File: src/rtl/axi_mem_arbiter.sv
// Round-robin arbiter sharing one valid/ready memory port among NUM_REQ requesters.
// One transaction in flight; stalled handshakes are aborted after TIMEOUT cycles.
module axi_mem_arbiter #(
  parameter int unsigned NUM_REQ = 4,
  parameter int unsigned ADDR_W  = 32,
  parameter int unsigned DATA_W  = 32,
  parameter int unsigned TIMEOUT = 16
) (
  input  logic                        clk,
  input  logic                        rst,
  input  logic [NUM_REQ-1:0]          req_wr_valid,
  input  logic [NUM_REQ*ADDR_W-1:0]   req_wr_addr,
  input  logic [NUM_REQ*DATA_W-1:0]   req_wr_data,
  output logic [NUM_REQ-1:0]          req_wr_ready,
  input  logic [NUM_REQ-1:0]          req_rd_valid,
  input  logic [NUM_REQ*ADDR_W-1:0]   req_rd_addr,
  output logic [NUM_REQ-1:0]          req_rd_ready,
  output logic [NUM_REQ-1:0]          req_resp_valid,
  output logic [DATA_W-1:0]           req_rd_data,
  output logic                        mem_write_valid,
  output logic [ADDR_W-1:0]           mem_write_addr,
  output logic [DATA_W-1:0]           mem_write_data,
  input  logic                        mem_write_ready,
  output logic                        mem_read_valid,
  output logic [ADDR_W-1:0]           mem_read_addr,
  input  logic                        mem_read_ready,
  input  logic [DATA_W-1:0]           mem_read_data,
  output logic [$clog2(NUM_REQ)-1:0]  grant_id,
  output logic                        busy,
  output logic                        timeout_err,
  input  logic                        err_clr
);

  localparam int unsigned ID_W  = $clog2(NUM_REQ);
  localparam int unsigned CNT_W = $clog2(TIMEOUT + 1);

  typedef enum logic [1:0] {IDLE, WR_XFER, RD_XFER, RD_DATA} state_t;

  state_t              state_q, state_d;
  logic [ID_W-1:0]     last_q, last_d;
  logic [ID_W-1:0]     grant_q, grant_d;
  logic [ADDR_W-1:0]   addr_q, addr_d;
  logic [DATA_W-1:0]   data_q, data_d;
  logic [CNT_W-1:0]    cnt_q, cnt_d;
  logic [NUM_REQ-1:0]  resp_q, resp_d;
  logic [DATA_W-1:0]   rd_data_q, rd_data_d;
  logic                err_q, err_d;
  logic                err_set;
  logic [NUM_REQ-1:0]  pending;
  logic [NUM_REQ-1:0]  wr_ready_c, rd_ready_c;
  logic                found;
  logic [ID_W-1:0]     win;
  int unsigned         idx;
  logic                at_limit;

  logic [ADDR_W-1:0] wr_addr_a [NUM_REQ];
  logic [DATA_W-1:0] wr_data_a [NUM_REQ];
  logic [ADDR_W-1:0] rd_addr_a [NUM_REQ];

  for (genvar g = 0; g < NUM_REQ; g++) begin : g_unpack
    assign wr_addr_a[g] = req_wr_addr[g*ADDR_W +: ADDR_W];
    assign wr_data_a[g] = req_wr_data[g*DATA_W +: DATA_W];
    assign rd_addr_a[g] = req_rd_addr[g*ADDR_W +: ADDR_W];
  end

  assign pending  = req_wr_valid | req_rd_valid;
  assign at_limit = (cnt_q == CNT_W'(TIMEOUT - 1));

  // Round-robin pick: first pending requester after the last grantee, with wrap.
  always_comb begin
    found = 1'b0;
    win   = '0;
    idx   = 0;
    for (int unsigned k = 1; k <= NUM_REQ; k++) begin
      idx = (32'(last_q) + k) % NUM_REQ;
      if (!found && pending[ID_W'(idx)]) begin
        found = 1'b1;
        win   = ID_W'(idx);
      end
    end
  end

  // Next-state and datapath updates.
  always_comb begin
    state_d    = state_q;
    last_d     = last_q;
    grant_d    = grant_q;
    addr_d     = addr_q;
    data_d     = data_q;
    cnt_d      = cnt_q;
    resp_d     = '0;
    rd_data_d  = rd_data_q;
    err_set    = 1'b0;
    wr_ready_c = '0;
    rd_ready_c = '0;
    case (state_q)
      IDLE: begin
        if (found) begin
          last_d  = win;
          grant_d = win;
          cnt_d   = '0;
          if (req_wr_valid[win]) begin
            wr_ready_c[win] = 1'b1;
            addr_d          = wr_addr_a[win];
            data_d          = wr_data_a[win];
            state_d         = WR_XFER;
          end else begin
            rd_ready_c[win] = 1'b1;
            addr_d          = rd_addr_a[win];
            state_d         = RD_XFER;
          end
        end
      end
      WR_XFER: begin
        if (mem_write_ready) begin
          resp_d[last_q] = 1'b1;
          state_d        = IDLE;
        end else if (at_limit) begin
          resp_d[last_q] = 1'b1;
          err_set        = 1'b1;
          state_d        = IDLE;
        end else begin
          cnt_d = cnt_q + CNT_W'(1);
        end
      end
      RD_XFER: begin
        if (mem_read_ready) begin
          state_d = RD_DATA;
        end else if (at_limit) begin
          resp_d[last_q] = 1'b1;
          rd_data_d      = DATA_W'(32'hDEADBEEF);
          err_set        = 1'b1;
          state_d        = IDLE;
        end else begin
          cnt_d = cnt_q + CNT_W'(1);
        end
      end
      RD_DATA: begin
        rd_data_d      = mem_read_data;
        resp_d[last_q] = 1'b1;
        state_d        = IDLE;
      end
      default: state_d = IDLE;
    endcase
    err_d = err_set ? 1'b1 : (err_clr ? 1'b0 : err_q);
  end

  always_ff @(posedge clk or posedge rst) begin
    if (rst) begin
      state_q   <= IDLE;
      last_q    <= ID_W'(NUM_REQ - 1);
      grant_q   <= '0;
      addr_q    <= '0;
      data_q    <= '0;
      cnt_q     <= '0;
      resp_q    <= '0;
      rd_data_q <= '0;
      err_q     <= 1'b0;
    end else begin
      state_q   <= state_d;
      last_q    <= last_d;
      grant_q   <= grant_d;
      addr_q    <= addr_d;
      data_q    <= data_d;
      cnt_q     <= cnt_d;
      resp_q    <= resp_d;
      rd_data_q <= rd_data_d;
      err_q     <= err_d;
    end
  end

  // Accept strobes are combinational from IDLE and forced low while in reset.
  assign req_wr_ready    = wr_ready_c & ~{NUM_REQ{rst}};
  assign req_rd_ready    = rd_ready_c & ~{NUM_REQ{rst}};
  assign req_resp_valid  = resp_q;
  assign req_rd_data     = rd_data_q;
  assign mem_write_valid = (state_q == WR_XFER);
  assign mem_write_addr  = addr_q;
  assign mem_write_data  = data_q;
  assign mem_read_valid  = (state_q == RD_XFER);
  assign mem_read_addr   = addr_q;
  assign grant_id        = grant_q;
  assign busy            = (state_q != IDLE);
  assign timeout_err     = err_q;

endmodule

File: config.mk
export PLATFORM = sky130hd
export DESIGN_NAME = axi_mem_arbiter
export DESIGN_NICKNAME = d
export VERILOG_FILES = /design/src/rtl/axi_mem_arbiter.sv
export SDC_FILE = /design/constraint.sdc
export NUM_CORES = 1
export LEC_CHECK = 0
export ABC_AREA = 1
export CORE_AREA = 8 8 214 216
export DETAILED_ROUTE_END_ITERATION = 7
export DIE_AREA = 0 0 222 224
export DONT_BUFFER_PORTS = 1
export GPL_ROUTABILITY_DRIVEN = 1
export MAX_ROUTING_LAYER = met4
export PLACE_DENSITY = 0.32
export REMOVE_ABC_BUFFERS = 1
export SYNTH_ARGS = -nofsm -noshare
export SYNTH_HDL_FRONTEND = slang
export SYNTH_SLANG_ARGS = --single-unit
File: constraint.sdc
create_clock -name clk -period 6.5 [get_ports clk]
set_input_delay 0.975 -clock clk [delete_from_list [all_inputs] [get_ports clk]]
set_output_delay 0.975 -clock clk [all_outputs]
set_load 0.03 [all_outputs]
==> impl_metrics.json <==
{
  "status": "finished clean",
  "antenna_left": 0,
  "drive_above_1_share": 0.0428,
  "synth_top_area_frac": 0.322,
  "port_buffers": 0,
  "crit_slowest_cell": "dfstp_2",
  "cts_tree": "yes",
  "stdcell_count": 1994,
  "viasPerCell": 4.84,
  "clockBufferDepth": 2,
  "final_common_cell": "nand2_1",
  "cp_data_arrival_time_ns": 4.02,
  "route.detailed.drc": 0,
  "period_share": 0.768,
  "track_usage": 0.172,
  "syn_inst": 1552,
  "avgSynthCellArea_um2": 5.92,
  "dp_cells": 1978,
  "clock_latency_ns": 0.38,
  "start_util": 0.216,
  "grt_pass1_vias": 9921,
  "finClkSkew_ns": 0.00854,
  "fp.dieH_um": 224,
  "finish.instance_area_um2": 9580,
  "cts-root-buf": "clkbuf_16",
  "final_cell_mix": "nand2_1 (785), nand3_1 (255), dfrtp_1 (110), nor2_1 (62), o21ai_0 (48)",
  "critPathKind": "reg2out",
  "cts_setup_buffers": 0,
  "wire_per_inst_um": 21.9,
  "drv_slew": 0,
  "antenna_found_initial": 1,
  "cp_max_fo": 58,
  "drtIter0Drc": 611,
  "drt-total-wl_um": 43700,
  "finalSetupViolations": 0,
  "crit_chain": "inv_2, ha_1, inv_1, nand3_1, nand2_1, nand2_1, nand2_1, nand3_1, nand2_4, inv_4, nor2_2, buf_4, inv_2, nor3_1, buf_4",
  "synthTopCellsByArea": "nand2_1 (32%), dfrtp_1 (30%), nand3_1 (14%)",
  "max_slew_margin": 0.337,
  "path_clk_slew_ns": 0.08,
  "ctsHoldBuffers": 0,
  "rsz0062_at_grt": "false",
  "seq_area_frac_synth": 0.305,
  "slowest_delay_ns": 0.62,
  "dieArea_um2": 49700,
  "max_cap_violations": 0,
  "num_rows": 76,
  "die-width_um": 222,
  "hold_path_class": "in2async",
  "synth_seq_cells": 112,
  "synth.largest_area_cell": "nand2_1",
  "antennaDiodeCount": 0,
  "dp_hpwl_um": 33100,
  "htreeDepth": 3,
  "netlist_area_um2": 9180,
  "startpoint_type": "register",
  "tightest_slew_ns": 0.994,
  "place_area_um2": 9260,
  "yosysWarnings": 0,
  "clock-sinks": 112,
  "io_pins": 575,
  "worstPathRequired_ns": 5.52,
  "whs_ns": 0.423,
  "grt_max_degree": 101,
  "cts_buffers": 9,
  "fin_ws_ns": 1.51,
  "yosys.cell_types.count": 29,
  "fmax_mhz": 200,
  "cts-resized-gates": 0,
  "hold_violations": 0,
  "endpoint_kind": "output port",
  "syn_to_final_growth_pct": 4.33,
  "crit_top_cell": "nand2_1",
  "pre_cts_ws_ns": 1.73,
  "core-area_um2": 42500,
  "vias": 9659,
  "final_nets": 1883,
  "grt_pass1_wl_um": 64300,
  "layout_min_cycle_time_ns": 4.99,
  "gp_congestion": 0.797,
  "grt_overflow": 0,
  "dr.pass1.iters": 5
}
-- path summary, 6_finish.rpt --
check	from	end	slack, ns	depth (start not counted)
setup / recovery	last_q[0]	req_rd_ready[2]	1.51	15
hold / removal	rst	req_rd_data[15]	0.42	1
setup reg to reg	last_q[0]	mem_read_addr[25]	2.36	19
hold reg to reg	cnt_q[1]	cnt_q[1]	0.54	2
max in group asynchronous	rst	mem_write_data[14]	5.08	2
min in group clk	cnt_q[1]	cnt_q[1]	0.54	2
-- registers in the layout (all words and copies together) (netlist names) --
| register | flops |
|---|---|
| mem_read_addr | 32 |
| mem_write_data | 32 |
| req_rd_data | 32 |
| cnt_q | 5 |
| req_resp_valid | 4 |
| grant_id | 2 |
| last_q | 2 |
| state_q | 2 |
| timeout_err | 1 |
-- worst max-delay path: cells and delay by family, from the launching register on --
kind / cells / cell delay [ns]
simple gates: 8 / 1.35
buf+inv: 6 / 1.28
flops: 1 / 0.62
fa+ha+maj: 1 / 0.36
-- per-layer routing --
| metal | vias to the layer above | part of all wire | routed length, µm | GRT usage |
|---|---|---|---|---|
| met5 | - | 0 | 0 | - |
| met4 | 0 | 0.017 | 740 | 0.0438 |
| met3 | 36 | 0.051 | 2220 | 0.0351 |
| met2 | 362 | 0.49 | 21400 | 0.285 |
| met1 | 4559 | 0.44 | 19300 | 0.213 |
| li1 | 4702 | - | - | - |
-- synthesized netlist by cell type --
| library cell | count |
|---|---|
| nand2_1 | 787 |
| nand3_1 | 255 |
| dfrtp_1 | 110 |
| nor2_1 | 64 |
| buf_2 | 53 |
| o21ai_0 | 48 |
| clkbuf_1 | 35 |
| buf_4 | 34 |
| nand4_1 | 33 |
| inv_1 | 32 |
| a21oi_1 | 25 |
| nor3_1 | 13 |
| buf_6 | 12 |
| ha_1 | 11 |
| buf_1 | 10 |
| o21ai_1 | 5 |
| inv_2 | 4 |
| nand2_2 | 4 |
| clkinv_1 | 3 |
| nor2_2 | 3 |
| dfstp_2 | 2 |
| nand3b_1 | 2 |
| and2_1 | 1 |
| buf_12 | 1 |
| buf_8 | 1 |
| nand2_4 | 1 |
| nand3_2 | 1 |
| nor3b_1 | 1 |
| o21bai_1 | 1 |
-- per-stage QoR --
step	util	setup TNS, ns
detailed placement	0.218	0
global placement	0.218	0
finish	0.225	0
CTS	0.225	0
floorplan	-	-29.12
global route	0.225	0
-- area by class of cell --
class                           count  area (µm²)
Clock inverter                      5        88.8
Multi-Input combinational cell   1255        5420
Fill cell                        4968       32900
Sequential cell                   112        2810
Clock buffer                       11         233
Tap cell                          546         683
Timing Repair Buffer               26         195
Inverter                           39         154
-- kinds of logic after synthesis --
logic type	after synthesis	share of synthesized area
adders and majority gates	11	0.0150
AOI/OAI and AO/OA	79	0.0433
and+or+nand+nor	1165	0.527
DFF	112	0.305
buffers and inverters	185	0.110
Power is not shown: default switching activity piles up to over one toggle a cycle in this logic, so the estimate is an artifact.
